### config.mk
export PLATFORM = sky130hd
export DESIGN_NAME = mdl_fsm_dispatch
export DESIGN_NICKNAME = d
export VERILOG_FILES = /design/src/rtl/mdl_fsm_pkg.sv /design/src/rtl/mdl_tmo_cnt.sv /design/src/rtl/mdl_fsm_dispatch.sv
export SDC_FILE = /design/constraint.sdc
export NUM_CORES = 1
export LEC_CHECK = 0
export BUFFER_PORTS_ARGS = -buffer_cell sky130_fd_sc_hd__buf_4
export CAP_MARGIN = 20
export CORE_UTILIZATION = 45
export DETAILED_ROUTE_END_ITERATION = 10
export GPL_TIMING_DRIVEN = 0
export PLACE_DENSITY = 0.67
export SETUP_SLACK_MARGIN = 0.4
export SKIP_LAST_GASP = 1
export SYNTH_ARGS = -nofsm -noshare
export SYNTH_HDL_FRONTEND = slang
export SYNTH_SLANG_ARGS = --single-unit
### constraint.sdc
create_clock -name iSYS_CLK -period 4.25 [get_ports iSYS_CLK]
set_clock_uncertainty 0.1 [all_clocks]
set_input_delay 0.6375 -clock iSYS_CLK [delete_from_list [all_inputs] [get_ports iSYS_CLK]]
set_output_delay 0.6375 -clock iSYS_CLK [all_outputs]
set_load 0.01 [all_outputs]
### src/rtl/mdl_fsm_pkg.sv
// Shared constants for the job dispatcher.
// State encoding, error codes and the no-op mode value.
package mdl_fsm_pkg;

   localparam logic [0:0] ST_IDLE = 1'b0;
   localparam logic [0:0] ST_RUN  = 1'b1;

   localparam logic [1:0] ERR_NONE  = 2'b00;
   localparam logic [1:0] ERR_MODE  = 2'b01;
   localparam logic [1:0] ERR_TMO   = 2'b10;
   localparam logic [1:0] ERR_ABORT = 2'b11;

   localparam int MODE_NOP = 0;

endpackage

### src/rtl/mdl_tmo_cnt.sv
// Saturating run-cycle counter with watchdog compare.
// Ports: clk/rst, clr, en, limit in; elapsed (cnt+1, saturating), tmo out.
module mdl_tmo_cnt
   import mdl_fsm_pkg::*;
#(
   parameter int W = 16
) (
   input  logic         clk,
   input  logic         rst,
   input  logic         clr,
   input  logic         en,
   input  logic [W-1:0] limit,
   output logic [W-1:0] elapsed,
   output logic         tmo
);

   logic [W-1:0] cnt;
   logic         sat;

   assign sat = &cnt;

   always_ff @(posedge clk or posedge rst) begin
      if (rst) begin
         cnt <= '0;
      end else if (clr) begin
         cnt <= '0;
      end else if (en && !sat) begin
         cnt <= cnt + W'(1);
      end
   end

   assign elapsed = sat ? cnt : cnt + W'(1);

   // Equality only: a limit lowered below elapsed never fires.
   assign tmo = (limit != '0) && (elapsed == limit);

endmodule

### src/rtl/mdl_fsm_dispatch.sv
// Job dispatcher: one command at a time, start pulse, wait for done.
// Ports: cmd valid/ready/mode, engine start/done, watchdog, abort, status.
module mdl_fsm_dispatch
   import mdl_fsm_pkg::*;
#(
   parameter int NUM_ENG = 2,
   parameter int MODE_W  = 3,
   parameter int TMO_W   = 16
) (
   input  logic               iSYS_CLK,
   input  logic               iSYS_RST,
   input  logic               iCMD_VALID,
   input  logic [MODE_W-1:0]  iCMD_MODE,
   output logic               oCMD_READY,
   input  logic [NUM_ENG-1:0] iENG_DONE,
   input  logic [TMO_W-1:0]   iTMO_LIMIT,
   input  logic               iABORT,
   output logic [NUM_ENG-1:0] oENG_START,
   output logic               oBUSY,
   output logic [MODE_W-1:0]  oACTIVE_ID,
   output logic               oDONE,
   output logic               oERR,
   output logic [1:0]         oERR_CODE,
   output logic [TMO_W-1:0]   oCYCLES
);

   logic [0:0]         state;
   logic [NUM_ENG-1:0] start_q;
   logic [NUM_ENG-1:0] sel_q;
   logic [MODE_W-1:0]  id_q;
   logic               done_q;
   logic               err_q;
   logic [1:0]         code_q;
   logic [TMO_W-1:0]   cyc_q;

   logic               hs;
   logic               mode_ok;
   logic               mode_bad;
   logic               accept;
   logic               done_hit;
   logic               run;
   logic [TMO_W-1:0]   elapsed;
   logic               tmo;
   logic [NUM_ENG-1:0] mode_oh;

   function automatic logic [NUM_ENG-1:0] dec_oh(
      input logic [MODE_W-1:0] m
   );
      logic [NUM_ENG-1:0] oh;
      oh = '0;
      for (int i = 0; i < NUM_ENG; i++) begin
         oh[i] = (m == MODE_W'(i + 1));
      end
      return oh;
   endfunction

   assign run        = (state == ST_RUN);
   assign oCMD_READY = (state == ST_IDLE);
   assign hs         = iCMD_VALID && oCMD_READY;
   assign mode_bad   = (iCMD_MODE > MODE_W'(NUM_ENG));
   assign mode_ok    = (iCMD_MODE != MODE_W'(MODE_NOP)) && !mode_bad;
   assign accept     = hs && mode_ok;
   assign mode_oh    = dec_oh(iCMD_MODE);

   // Remembered one-hot select masks out done bits of other engines.
   assign done_hit = |(iENG_DONE & sel_q);

   mdl_tmo_cnt #(
      .W(TMO_W)
   ) u_cnt (
      .clk     (iSYS_CLK),
      .rst     (iSYS_RST),
      .clr     (accept),
      .en      (run),
      .limit   (iTMO_LIMIT),
      .elapsed (elapsed),
      .tmo     (tmo)
   );

   always_ff @(posedge iSYS_CLK or posedge iSYS_RST) begin
      if (iSYS_RST) begin
         state   <= ST_IDLE;
         start_q <= '0;
         sel_q   <= '0;
         id_q    <= '0;
         done_q  <= 1'b0;
         err_q   <= 1'b0;
         code_q  <= ERR_NONE;
         cyc_q   <= '0;
      end else begin
         start_q <= '0;
         done_q  <= 1'b0;
         err_q   <= 1'b0;
         if (state == ST_IDLE) begin
            if (accept) begin
               state   <= ST_RUN;
               start_q <= mode_oh;
               sel_q   <= mode_oh;
               id_q    <= iCMD_MODE;
            end else if (hs && mode_bad) begin
               err_q  <= 1'b1;
               code_q <= ERR_MODE;
            end
         end else begin
            if (done_hit) begin
               state  <= ST_IDLE;
               done_q <= 1'b1;
               cyc_q  <= elapsed;
            end else if (tmo) begin
               state  <= ST_IDLE;
               err_q  <= 1'b1;
               code_q <= ERR_TMO;
               cyc_q  <= elapsed;
            end else if (iABORT) begin
               state  <= ST_IDLE;
               err_q  <= 1'b1;
               code_q <= ERR_ABORT;
               cyc_q  <= elapsed;
            end
         end
      end
   end

   assign oENG_START = start_q;
   assign oBUSY      = run;
   assign oACTIVE_ID = id_q;
   assign oDONE      = done_q;
   assign oERR       = err_q;
   assign oERR_CODE  = code_q;
   assign oCYCLES    = cyc_q;

endmodule

==> metrics.md <==
| Metric | Value |
|---|---|
| Max incr delay on CP | 480 ps |
| Slew margin rel. | 0.487 |
| Full die area | 6490 um^2 |
| F_max | 0.273 GHz |
| Final Critical Period | 3660 ps |
| Post-synth EDFFs | 0 |
| Max cap viols | 0 |
| Ys async rst share | 1.00 |
| Yosys reg bits | 44 |
| Synthesized netlist cell count | 297 |
| Slowest-stage cell, CP | dfrtp_1 |
| Sequential share of the synthesized area | 0.397 |
| Vias in the first global route | 2364 |
| Area growth syn-to-layout | 22.4% |
| Slew @ Worst Pin | 767 ps |
| Post CTS Setup Buffer Count | 0 |
| Final Setup Violations | 0 |
| Filler cells | 554 |
| DPL Wire Length | 5330 um |
| Die width | 80.6 um |
| CP startpoint kind | register |
| Post-synthesis average cell area | 9.35 um^2 |
| CTS sink cnt | 44 |
| CP Class | register to register |
| Total power | 1.22 mW |
| Core Util, Final | 0.574 |
| Setup_tns | 0 ps |
| Crit path max fanout | 10 |
| IO Pins | 52 |
| CTS tree | yes |
| First-pass GRT wire length | 11800 um |
| Status | finished clean |
| Cells along the critical path | ha_2, and3_1, clkbuf_1, mux2_2, nor4_1, o2111ai_1, a221o_1, o31ai_4, a21oi_4, buf_6, mux2_4 |
| Antenna Violating Nets Remaining | 0 |
| Post-Route WL | 7220 um |
| Number of core rows | 28 |
| Cell variety after synth | 53 |
| 1st-iter DRT viols | 200 |
| Maximum VDD drop | 0.243 mV |
| Largest net degree at the start of global routing | 34 |
| Most frequent cells in the layout | buf_4 (55), dfrtp_1 (44), nand2_1 (36) |
| Hold Fails Final Rpt | 0 |
| Synthesis Warnings | 0 |
| Initial Util | 0.469 |
| Drt via density | 5.72 |
| Data required, critical path | 4350 ps |
| Crit path buf inv count | 2 |
| Min-delay worst type | input port to async pin |
| Max-slew violation count | 0 |
| Initial antenna violation count | 0 |
| Via Count | 2470 |
| ANT cells | 0 |
| Post-route DRC | 0 |
| Final Cycle Share | 0.862 |
| Clk root buf | clkbuf_8 |
| Area post-placement | 3270 um^2 |
| Crit path capture type | register |
| Core footprint | 5920 um^2 |
| Worst-Skew Late Latency | 310 ps |
| H-tree depth | 2 |
| GRT Total Usage | 0.240 |
| Nets | 382 |
| Multi-input gate area | 1530 um^2 |
| RSZ-0062 raised after global routing | false |
| Port Buffers | 51 |
| Storage element area | 1100 um^2 |
| Commonest non-fill, non-tap cell in the layout | buf_4 |
| Top_reg_cell synth | dfrtp_1 |
| Final instance area | 3400 um^2 |
| Synthesized area | 2780 um^2 |
| Pwr dens | 360 nW/um^2 |
| GP Congestion | 0.887 |
| CTS clk-pin slew, worst paths | 90 ps |
| Layout cells sized above 1 | 0.283 |
| Grt ovf | 0 |
| Crit-path leading delay family | compound AO/OA/AOI/OAI gates |
| CP arrival | 3760 ps |
| Post-Syn Nets | 323 |
| Die Ht | 80.6 um |
| First-pass iteration count of the detailed router | 5 |
| Clock Tree Buf Depth | 2 |
| Cts bufs inserted | 5 |
| Lkg Pwr | 1.59 nW |
| WL per Instance | 16.7 um |
## logic make-up after synthesis
logic type      Yosys count  synth area share
compound gates           67             0.171
xor+xnor                 21            0.0717
fa+ha+maj                 1           0.00451
buf+inv                  32            0.0541
flops                    44             0.397
mux                      17            0.0757
simple gates            115             0.226
## cells in the mapped netlist (6+ instances only)
master,count,share of area
buf_2,6,0.011
inv_1,12,0.016
xor2_1,7,0.022
mux2_4,6,0.032
nor4_1,8,0.018
o21ai_0,26,0.047
a21oi_1,11,0.020
nor2_1,18,0.024
dfrtp_1,44,0.40
clkbuf_1,9,0.012
nand3_1,13,0.023
o31ai_1,8,0.022
nand2_1,36,0.049
xnor2_1,13,0.041
mux2_2,8,0.032
## per-stage QoR
stage / hold slack (ps) / worst slack (ps) / std cells
global placement: 365 / 598 / 423
finish: 159 / 588 / 432
CTS: 167 / 501 / 432
floorplan: 347 / 1040 / 297
global route: 178 / 412 / 432
detailed placement: 367 / 572 / 424
## what timing repair did
action,in CTS,in global routing
resized for setup,0,4
setup endpoints to repair,0,11
hold buffers,0,0
## metal layers
layer	vias up	routed length, um	global-route usage
met5	-	0	0
met4	0	125	0.0679
met3	13	453	0.0477
met2	88	3270	0.365
met1	1189	3380	0.341
li1	1180	-	-
## state kept, by name (all words and copies together) (netlist names)
name / count
u_cnt.cnt: 16
oERR: 1
oERR_CODE: 2
oACTIVE_ID: 3
oDONE: 1
oENG_START: 2
sel_q: 2
oBUSY: 1
oCYCLES: 16
## where the power goes
part	total (mW)	internal, mW	switching [mW]
Combinational	0.369	0.182	0.187
Sequential	0.514	0.476	0.0379
Clock	0.340	0.177	0.163
## layout make-up
type / instances / share of cell area
sequential: 44 / 0.324
buffer: 20 / 0.0313
timing repair buffer: 52 / 0.119
clock buffer: 5 / 0.0203
clock inverter: 3 / 0.0136
tap: 75 / 0.0276
inverter: 12 / 0.0133
multi-input combinational: 221 / 0.451
## worst paths after layout
| path | cells past startpoint | end | slack (ps) | startpoint |
|---|---|---|---|---|
| hold reg to reg | 1 | sel_q[1]$_DFFE_PP0P_ | 390 | sel_q[1]$_DFFE_PP0P_ |
| setup reg to reg | 11 | oCYCLES[0]$_DFFE_PP0P_ | 590 | u_cnt.cnt[1]$_DFFE_PP0P_ |
| min in group iSYS_CLK | 1 | sel_q[1]$_DFFE_PP0P_ | 390 | sel_q[1]$_DFFE_PP0P_ |
| setup / recovery | 11 | oCYCLES[0]$_DFFE_PP0P_ | 590 | u_cnt.cnt[1]$_DFFE_PP0P_ |
| hold / removal | 2 | oENG_START[0]$_DFF_PP0_ | 160 | iSYS_RST |
| max in group asynchronous | 3 | u_cnt.cnt[8]$_DFFE_PP0P_ | 3430 | iSYS_RST |
No activity file was read; power rests on OpenSTA's default activity.
